===== src/rtl/datapath_sequencer_if.sv =====
// Bus bundle between the instruction sequencer, its instruction memory and the
// register-file/ALU datapath control inputs.
interface datapath_sequencer_if;
    logic [7:0]  imem_addr;
    logic [15:0] imem_rdata;
    logic [15:0] reg_en;
    logic [3:0]  reg_a;
    logic [3:0]  reg_b;
    logic [15:0] imm;
    logic [1:0]  b_sel;
    logic [3:0]  opcode;
    logic        flag_en;
    logic        halted;

    modport master (
        output imem_addr,
        input  imem_rdata,
        output reg_en, reg_a, reg_b, imm, b_sel, opcode, flag_en, halted
    );

    modport slave (
        input  imem_addr,
        output imem_rdata,
        input  reg_en, reg_a, reg_b, imm, b_sel, opcode, flag_en, halted
    );
endinterface


===== src/rtl/datapath_sequencer.sv =====
// Three-cycle fetch/decode/execute sequencer driving the register-file/ALU
// control slot from a synchronous instruction memory.
module datapath_sequencer (
    input  logic                   clk,
    input  logic                   rst,
    datapath_sequencer_if.master   bus
);
    localparam logic [1:0] ST_FETCH  = 2'd0;
    localparam logic [1:0] ST_DECODE = 2'd1;
    localparam logic [1:0] ST_EXEC   = 2'd2;
    localparam logic [1:0] ST_HALT   = 2'd3;

    localparam logic [3:0] MAJ_RTYPE = 4'h0;
    localparam logic [3:0] MAJ_FLAGS = 4'h1;
    localparam logic [3:0] MAJ_HALT  = 4'h3;
    localparam logic [3:0] MAJ_JUMP  = 4'h4;

    logic [1:0]  state_r;
    logic [7:0]  pc_r;
    logic [15:0] ir_r;
    logic        halted_r;

    logic [15:0] reg_en_r, reg_en_s;
    logic [3:0]  reg_a_r, reg_a_s;
    logic [3:0]  reg_b_r, reg_b_s;
    logic [15:0] imm_r, imm_s;
    logic [1:0]  b_sel_r, b_sel_s;
    logic [3:0]  opcode_r, opcode_s;
    logic        flag_en_r, flag_en_s;

    logic [15:0] word_s;
    logic [3:0]  rd_s;

    assign word_s = bus.imem_rdata;
    assign rd_s   = word_s[11:8];

    // Decode the word arriving from memory so the EXEC-cycle controls come straight from flops.
    always_comb begin
        reg_en_s  = 16'h0000;
        reg_a_s   = 4'h0;
        reg_b_s   = 4'h0;
        imm_s     = 16'h0000;
        b_sel_s   = 2'd0;
        opcode_s  = 4'h0;
        flag_en_s = 1'b0;
        if (state_r == ST_DECODE) begin
            case (word_s[15:12])
                MAJ_RTYPE: begin
                    reg_en_s  = 16'h0001 << rd_s;
                    reg_a_s   = rd_s;
                    reg_b_s   = word_s[3:0];
                    opcode_s  = word_s[7:4];
                    b_sel_s   = 2'd0;
                    flag_en_s = 1'b1;
                end
                MAJ_FLAGS: begin
                    reg_en_s  = 16'h0001 << rd_s;
                    reg_a_s   = rd_s;
                    opcode_s  = word_s[7:4];
                    b_sel_s   = 2'd2;
                    flag_en_s = 1'b0;
                end
                default: begin
                    if (word_s[15]) begin
                        reg_en_s  = 16'h0001 << rd_s;
                        reg_a_s   = rd_s;
                        imm_s     = {{8{word_s[7]}}, word_s[7:0]};
                        opcode_s  = {1'b0, word_s[14:12]};
                        b_sel_s   = 2'd1;
                        flag_en_s = 1'b1;
                    end else begin
                        // NOP, HALT, JUMP and reserved majors issue no datapath controls
                        reg_en_s  = 16'h0000;
                        flag_en_s = 1'b0;
                    end
                end
            endcase
        end else begin
            reg_en_s  = 16'h0000;
            flag_en_s = 1'b0;
        end
    end

    // Control output flops: loaded only on the DECODE->EXEC edge, so they pulse for EXEC alone.
    always_ff @(posedge clk or negedge rst) begin
        if (!rst) begin
            reg_en_r  <= 16'h0000;
            reg_a_r   <= 4'h0;
            reg_b_r   <= 4'h0;
            imm_r     <= 16'h0000;
            b_sel_r   <= 2'd0;
            opcode_r  <= 4'h0;
            flag_en_r <= 1'b0;
        end else begin
            reg_en_r  <= reg_en_s;
            reg_a_r   <= reg_a_s;
            reg_b_r   <= reg_b_s;
            imm_r     <= imm_s;
            b_sel_r   <= b_sel_s;
            opcode_r  <= opcode_s;
            flag_en_r <= flag_en_s;
        end
    end

    // Sequencer state, program counter and instruction register.
    always_ff @(posedge clk or negedge rst) begin
        if (!rst) begin
            state_r  <= ST_FETCH;
            pc_r     <= 8'h00;
            ir_r     <= 16'h2000;
            halted_r <= 1'b0;
        end else begin
            case (state_r)
                ST_FETCH: begin
                    state_r <= ST_DECODE;
                end
                ST_DECODE: begin
                    ir_r    <= word_s;
                    state_r <= ST_EXEC;
                end
                ST_EXEC: begin
                    case (ir_r[15:12])
                        MAJ_HALT: begin
                            halted_r <= 1'b1;
                            state_r  <= ST_HALT;
                        end
                        MAJ_JUMP: begin
                            pc_r    <= ir_r[7:0];
                            state_r <= ST_FETCH;
                        end
                        default: begin
                            pc_r    <= pc_r + 8'd1;
                            state_r <= ST_FETCH;
                        end
                    endcase
                end
                ST_HALT: begin
                    state_r <= ST_HALT;
                end
                default: begin
                    state_r <= ST_FETCH;
                end
            endcase
        end
    end

    assign bus.imem_addr = pc_r;
    assign bus.reg_en    = reg_en_r;
    assign bus.reg_a     = reg_a_r;
    assign bus.reg_b     = reg_b_r;
    assign bus.imm       = imm_r;
    assign bus.b_sel     = b_sel_r;
    assign bus.opcode    = opcode_r;
    assign bus.flag_en   = flag_en_r;
    assign bus.halted    = halted_r;
endmodule


===== src/flat_wrapper.sv =====
// flat-port wrapper written by rule: the top's interface ports become plain ports
module datapath_sequencer_flat 
  (clk, rst, bus_imem_addr, bus_imem_rdata, bus_reg_en, bus_reg_a, bus_reg_b, bus_imm, bus_b_sel, bus_opcode, bus_flag_en, bus_halted);
  datapath_sequencer_if bus_i ();
  input  logic clk;
  input  logic rst;
  output wire logic [$bits(bus_i.imem_addr)-1:0] bus_imem_addr;
  input wire logic [$bits(bus_i.imem_rdata)-1:0] bus_imem_rdata;
  output wire logic [$bits(bus_i.reg_en)-1:0] bus_reg_en;
  output wire logic [$bits(bus_i.reg_a)-1:0] bus_reg_a;
  output wire logic [$bits(bus_i.reg_b)-1:0] bus_reg_b;
  output wire logic [$bits(bus_i.imm)-1:0] bus_imm;
  output wire logic [$bits(bus_i.b_sel)-1:0] bus_b_sel;
  output wire logic [$bits(bus_i.opcode)-1:0] bus_opcode;
  output wire logic [$bits(bus_i.flag_en)-1:0] bus_flag_en;
  output wire logic [$bits(bus_i.halted)-1:0] bus_halted;
  assign bus_imem_addr = bus_i.imem_addr;
  assign bus_i.imem_rdata = bus_imem_rdata;
  assign bus_reg_en = bus_i.reg_en;
  assign bus_reg_a = bus_i.reg_a;
  assign bus_reg_b = bus_i.reg_b;
  assign bus_imm = bus_i.imm;
  assign bus_b_sel = bus_i.b_sel;
  assign bus_opcode = bus_i.opcode;
  assign bus_flag_en = bus_i.flag_en;
  assign bus_halted = bus_i.halted;
  datapath_sequencer u_core (.clk(clk), .rst(rst), .bus(bus_i));
endmodule

===== config.mk =====
export PLATFORM = sky130hd
export DESIGN_NAME = datapath_sequencer_flat
export DESIGN_NICKNAME = d
export VERILOG_FILES = /design/src/rtl/datapath_sequencer_if.sv /design/src/rtl/datapath_sequencer.sv /design/src/flat_wrapper.sv
export SDC_FILE = /design/constraint.sdc
export NUM_CORES = 1
export LEC_CHECK = 0
export CAP_MARGIN = 20
export CELL_PAD_IN_SITES_DETAIL_PLACEMENT = 1
export CELL_PAD_IN_SITES_GLOBAL_PLACEMENT = 1
export CORE_UTILIZATION = 38
export DETAILED_ROUTE_END_ITERATION = 6
export HOLD_SLACK_MARGIN = 0.12
export PLACE_DENSITY_LB_ADDON = 0.1
export SLEW_MARGIN = 5
export SYNTH_ARGS = -nofsm -noshare
export SYNTH_HDL_FRONTEND = slang
export SYNTH_SLANG_ARGS = --single-unit

===== constraint.sdc =====
create_clock -name clk -period 2.21 [get_ports clk]
set_input_delay 0.221 -clock clk [delete_from_list [all_inputs] [get_ports clk]]
set_output_delay 0.221 -clock clk [all_outputs]
set_load 0.02 [all_outputs]

== After elaboration in Yosys (flattened, before gate mapping) ==
Cells that the tools add are included.
Operators by class
  $add $sub $neg: 1
  equality and inequality tests: 6
  shift operators: 1
  multiplexer cells: 23
  bitwise gates (word level): 1
  reductions and logical operators: 5
Operator list (number)
  16-bit two-way mux: 6
  4-bit two-way mux: 7
  8-bit case mux with 2 select lines: 1
  1-bit by 4-bit << shifter with 16-bit output, first input constant: 1
  8-bit by 1-bit adder with 8-bit output, second input constant: 1
  2-bit case mux with 4 select lines: 1
  2-bit equality test, second input constant: 2
  4-bit by 1-bit equality test with 1-bit output, second input constant: 1
  4-bit by 2-bit equality test with 1-bit output, second input constant: 1
  4-bit by 3-bit equality test with 1-bit output, second input constant: 1
  4-bit zero test: 1
  2-bit two-way mux: 2
  2-bit case mux with 2 select lines: 1
  2-bit AND reduction: 2
  1-bit two-way mux: 3
  3-bit two-way mux: 1
  2-bit by 1-bit equality test with 1-bit output, second input constant: 1
  2-bit zero test: 1
  1-bit case mux with 2 select lines: 1
  2-bit OR reduction: 1
  1-bit NOT: 1
Word-level totals
  register bits after elaboration: 74
  word-level logic and storage cells: 48

== Depth between registers and ports, before layout ==
  depth after elaboration: 4
  mapped depth: 6
  gate-level depth less buffers: 5

== Worst setup path before layout ==
OpenSTA, ideal clock, no wires.
  kind: register to register
  from: register u_core.ir_r[12]
  to: register u_core.pc_r[6] (netlist: u_core.bus.imem_addr[6])
  arrival: 1.385 ns
  required time: 2.087 ns
  slack: 0.701 ns
  stages on the path, launching flop included: 6
  path buffers: 2
  clock period less this slack: 1.509 ns
  path through: dfrtp_1 -> or4b_1 -> buf_6 -> buf_8 -> o22ai_1 -> a21oi_1
Between the ends
  longest elaborated chain between the ends: 3
  elaborated cells on any way between the ends: 5
  classes of those cells: eq/ne: 2; mux: 1; bitwise: 1; reduce/logical: 1
Ends and longest elaborated chain
  from (decl): line datapath_sequencer.sv:20  | logic [15:0] ir_r;
  from (signal assigned): line datapath_sequencer.sv:118  | ir_r <= word_s;
  4-bit by 2-bit equality test with 1-bit output: line datapath_sequencer.sv:122  | case (ir_r[15:12])
  1-bit NOT (no line)
  2-bit AND reduction (no line)
  to (signal assigned): line datapath_sequencer.sv:128  | pc_r <= ir_r[7:0];
  to (signal assigned): line datapath_sequencer.sv:132  | pc_r <= pc_r + 8'd1;
  to (decl): line datapath_sequencer.sv:19  | logic [7:0] pc_r;
Parallel ways exist; a longest one is shown, timed or not.
A chain may end at the register's enable or synchronous reset.

== Final worst setup path ==
  from: register u_core.ir_r[12]
  to: register u_core.pc_r[5] (netlist: u_core.bus.imem_addr[5])
Same word-level chain as after synthesis.

==> flow_summary_export.csv <==
group,metric,value,unit
sta,timing_worst_slew_pin_value,670.1,ps
critical_path,ff2ff_path_depth,4,
critical_path,path_delay_family,"simple AND/OR/NAND/NOR gates",
yosys,ffs_latches_synth,62,
grt,pin_count_of_the_biggest_net_entering_global_routing,28,
final_layout,multi_input_gate_area_in_the_final_layout,800.8,µm²
critical_path,critical-path-slowest-cell,"or4b_1",
grt,grt_antenna_before_repair,0,
critical_path,worst-r2r-setup-slack,390,ps
critical_path,critPathBufInv,0,
grt,grtUsageMet3,0.05055,
clock_network,clkTransAtPathRegs,70,ps
clock_network,clock_tree.root_cell,"clkbuf_8",
critical_path,crit_end_category,"flip-flop",
sta,clock_skew,11.21,ps
power,cellLeakagePower,0.001571,µW
place,gpl.final_weighted_congestion,0.7299,
detailed_routing,dr.first_iter.drc_count,80,
detailed_routing,drcViolationCount,0,
yosys,yosys.cell_types.count,42,
final_layout,layout-area-overhead-vs-synth,39.15,%
critical_path,critical_path_required,2470,ps
sta,finalHoldViolCount,0,
detailed_routing,remaining_antenna_violation_count,0,
yosys,yosysWarningCount,0,
critical_path,worst_ep_arrival_time,2080,ps
detailed_routing,viasPerCell,4.945,
place,dp_slack,373.0,ps
grt,grt_busiest_layer,"met2",
yosys,synth_area,2474,µm²
clock_network,post_cts_buffers,0,
sta,timing.slew.headroom,0.5532,
run,cap_viol_max_count,0,
detailed_routing,drt-total-wl,5.971,mm
sta,final-setup-viol-count,0,
final_layout,antenna-diode-count,0,
yosys,post_synth_inst_count,224,
sta,final-max-slew-violation-count,0,
final_layout,nFillCells,689,
critical_path,timing.rr.start,"u_core.ir_r[12]",
grt,grt_first_pass_wirelength,9.556,mm
grt,globalRouteMet1Util,0.2305,
sta,timing.fmax,550.7,MHz
final_layout,layout.nets,317,
grt,first_global_vias,1933,
clock_network,cts_tree,"done",
sta,hold_ws,394.0,ps
grt,globalRouteMet2Util,0.3287,
grt,grt_overflow_total,0,
power,power.ir.vdd_worst,0.6797,mV
critical_path,crit_chain,"or4b_1, nand4_1, o21ai_0, a2bb2oi_1",
run_status,status,"completed",
power,power.density_cell_area,1179,nW/µm²
detailed_routing,drt_first_pass_iters,4,
floorplan,initial_core_utilization,0.3918,
sta,finalCriticalPeriod,1816,ps
place,portBuffers,73,
floorplan,die-area,6836,µm²
clock_network,resized_cells_post_cts,0,
yosys,avg_synthesized_cell_area,11.04,µm²
final_layout,layout-drive-gt1-share,0.1089,
clock_network,maximum_clock_path_buffer_count,2,
place,placed_wire_length_estimate,4.278,mm
place,place.detailed.instances,363,
clock_network,cts_hold_buf,1,
detailed_routing,route.detailed.wl_per_inst,15.71,µm
floorplan,core_region_area,6314,µm²
final_layout,regArea,1553,µm²
floorplan,die_x,82.68,µm
clock_network,cts.sinks,62,
final_layout,stdcell_count,380,
sta,finalSetupTns,0,ps
critical_path,criticalPathCategory,"flip-flop to flip-flop",
worst_hold_path,hold_class,"primary input to async pin",
sta,layout_worst_path_cycle_share,0.8216,
floorplan,die-height,82.68,µm
critical_path,cp_max_fo,18,
critical_path,worst_setup_path_start_kind,"flip-flop",
sta,setup_slack,394.3,ps
clock_network,cts_buffers,9,
clock_network,worst_skew_pair.late_latency,330,ps
critical_path,worstReg2RegEnd,"u_core.bus.imem_addr[5]",
clock_network,number_of_levels_in_the_clock_h_tree,3,
sta,rsz_0062_raised_after_global_routing,"false",
floorplan,io_pins,74,
detailed_routing,num_vias,1879,
floorplan,std_cell_rows,29,
yosys,synth.net_count,243,
critical_path,slowest_delay,870,ps
yosys,synth_seq_area_share,0.6277,
grt,grt.total_usage,0.1928,
==> power by group <==
group | switching [µW] | total [µW] | internal [µW]
registers | 228 | 1640 | 1420
clock network | 446 | 993 | 547
logic | 791 | 1420 | 628
total | 1470 | 4060 | 2590
==> cells in the final DEF, fill, tap and decap left out, types with 2 or more instances in the layout <==
| master | n |
|---|---|
| a21oi_1 | 10 |
| a21oi_2 | 3 |
| a2bb2oi_1 | 2 |
| and2_1 | 5 |
| and3_1 | 10 |
| buf_4 | 4 |
| clkbuf_8 | 10 |
| clkdlybuf4s50_1 | 72 |
| clkinv_2 | 3 |
| dfrtp_1 | 61 |
| inv_1 | 2 |
| nand2_1 | 45 |
| nand2b_1 | 8 |
| nand3_1 | 5 |
| nand3b_1 | 4 |
| nor2_1 | 10 |
| nor3_1 | 9 |
| nor3b_1 | 4 |
| nor4_1 | 2 |
| o21ai_0 | 5 |
| o22ai_1 | 2 |
==> worst max-delay path by stage <==
stage                             startpoint  cells after the start                      end  slack (ps)
after floorplan              u_core.ir_r[12]                      5  u_core.bus.imem_addr[6]         700
after global placement    bus_imem_rdata[15]                      4     u_core.bus.reg_en[0]         360
after detailed placement  bus_imem_rdata[15]                      4     u_core.bus.reg_en[8]         370
after CTS                    u_core.ir_r[12]                      4  u_core.bus.imem_addr[5]         390
after global routing       u_core.state_r[1]                      4     u_core.bus.reg_en[3]         250
final                        u_core.ir_r[12]                      4  u_core.bus.imem_addr[5]         390
==> metal layers <==
layer,wire (µm),up-vias
met2,2928,52
met5,0,-
met4,79,0
li1,-,898
met1,2647,921
met3,316,8
==> synthesized netlist by cell type (all sizes together) <==
master / n / share of area
o22ai: 3 / 0.010
clkbuf: 5 / 0.0076
nand2b: 9 / 0.024
nor4: 2 / 0.0051
nand4: 1 / 0.0025
or4b: 1 / 0.0040
ha: 1 / 0.0051
nor4b: 1 / 0.0035
o21bai: 1 / 0.0030
and4: 1 / 0.0035
dfrtp: 61 / 0.62
and2b: 1 / 0.0030
and3: 10 / 0.025
or3b: 1 / 0.0035
o21a: 1 / 0.0030
nor3: 9 / 0.018
o21ai: 7 / 0.016
a21boi: 1 / 0.0030
a31oi: 1 / 0.0025
a21oi: 13 / 0.031
a2bb2oi: 2 / 0.0071
buf: 11 / 0.038
nand3b: 4 / 0.012
a21o: 1 / 0.0030
nor3b: 5 / 0.017
inv: 2 / 0.0030
nor2: 10 / 0.015
nand3: 5 / 0.010
and4bb: 1 / 0.0051
dfstp: 1 / 0.011
and2: 5 / 0.013
nand2: 47 / 0.075
==> state kept, by name (all words and copies together), names as in the netlist, 2 cells and up <==
| register | flops |
|---|---|
| u_core.bus.reg_en | 16 |
| u_core.ir_r | 12 |
| u_core.bus.imem_addr | 8 |
| u_core.bus.imm | 8 |
| u_core.bus.opcode | 4 |
| u_core.bus.reg_a | 4 |
| u_core.bus.reg_b | 4 |
| u_core.bus.b_sel | 2 |
| u_core.state_r | 2 |
==> worst reg2reg max path, cell delays in order, from the launching register on <==
cell       delay (ps)
dfrtp_1           400
or4b_1            870
nand4_1           220
o21ai_0            90
a2bb2oi_1         170
==> per-stage QoR <==
| stage | area (µm²) | total power [µW] | util |
|---|---|---|---|
| final | 3442 | 4057 | 0.5452 |
| after global placement | 3233 | 3055 | 0.5121 |
| after global routing | 3442 | 4346 | 0.5452 |
| after floorplan | 2474 | 2533 | - |
| after CTS | 3442 | 4098 | 0.5452 |
| after detailed placement | 3233 | 3101 | 0.5121 |
==> final cells by class <==
| cell class | instances | share of cell area |
|---|---|---|
| clock inverter | 6 | 0.01781 |
| tap | 77 | 0.02799 |
| inverter | 2 | 0.002181 |
| sequential | 62 | 0.4511 |
| multi-input combinational | 144 | 0.2326 |
| clock buffer | 10 | 0.03999 |
| timing repair buffer | 79 | 0.2283 |
==> cell families after synthesis <==
logic type	share of synthesized area
compound gates	0.07841
buf+inv	0.04856
flops	0.6277
simple gates	0.2403
fa+ha+maj	0.005057
No activity file was read; power rests on OpenSTA's default activity.
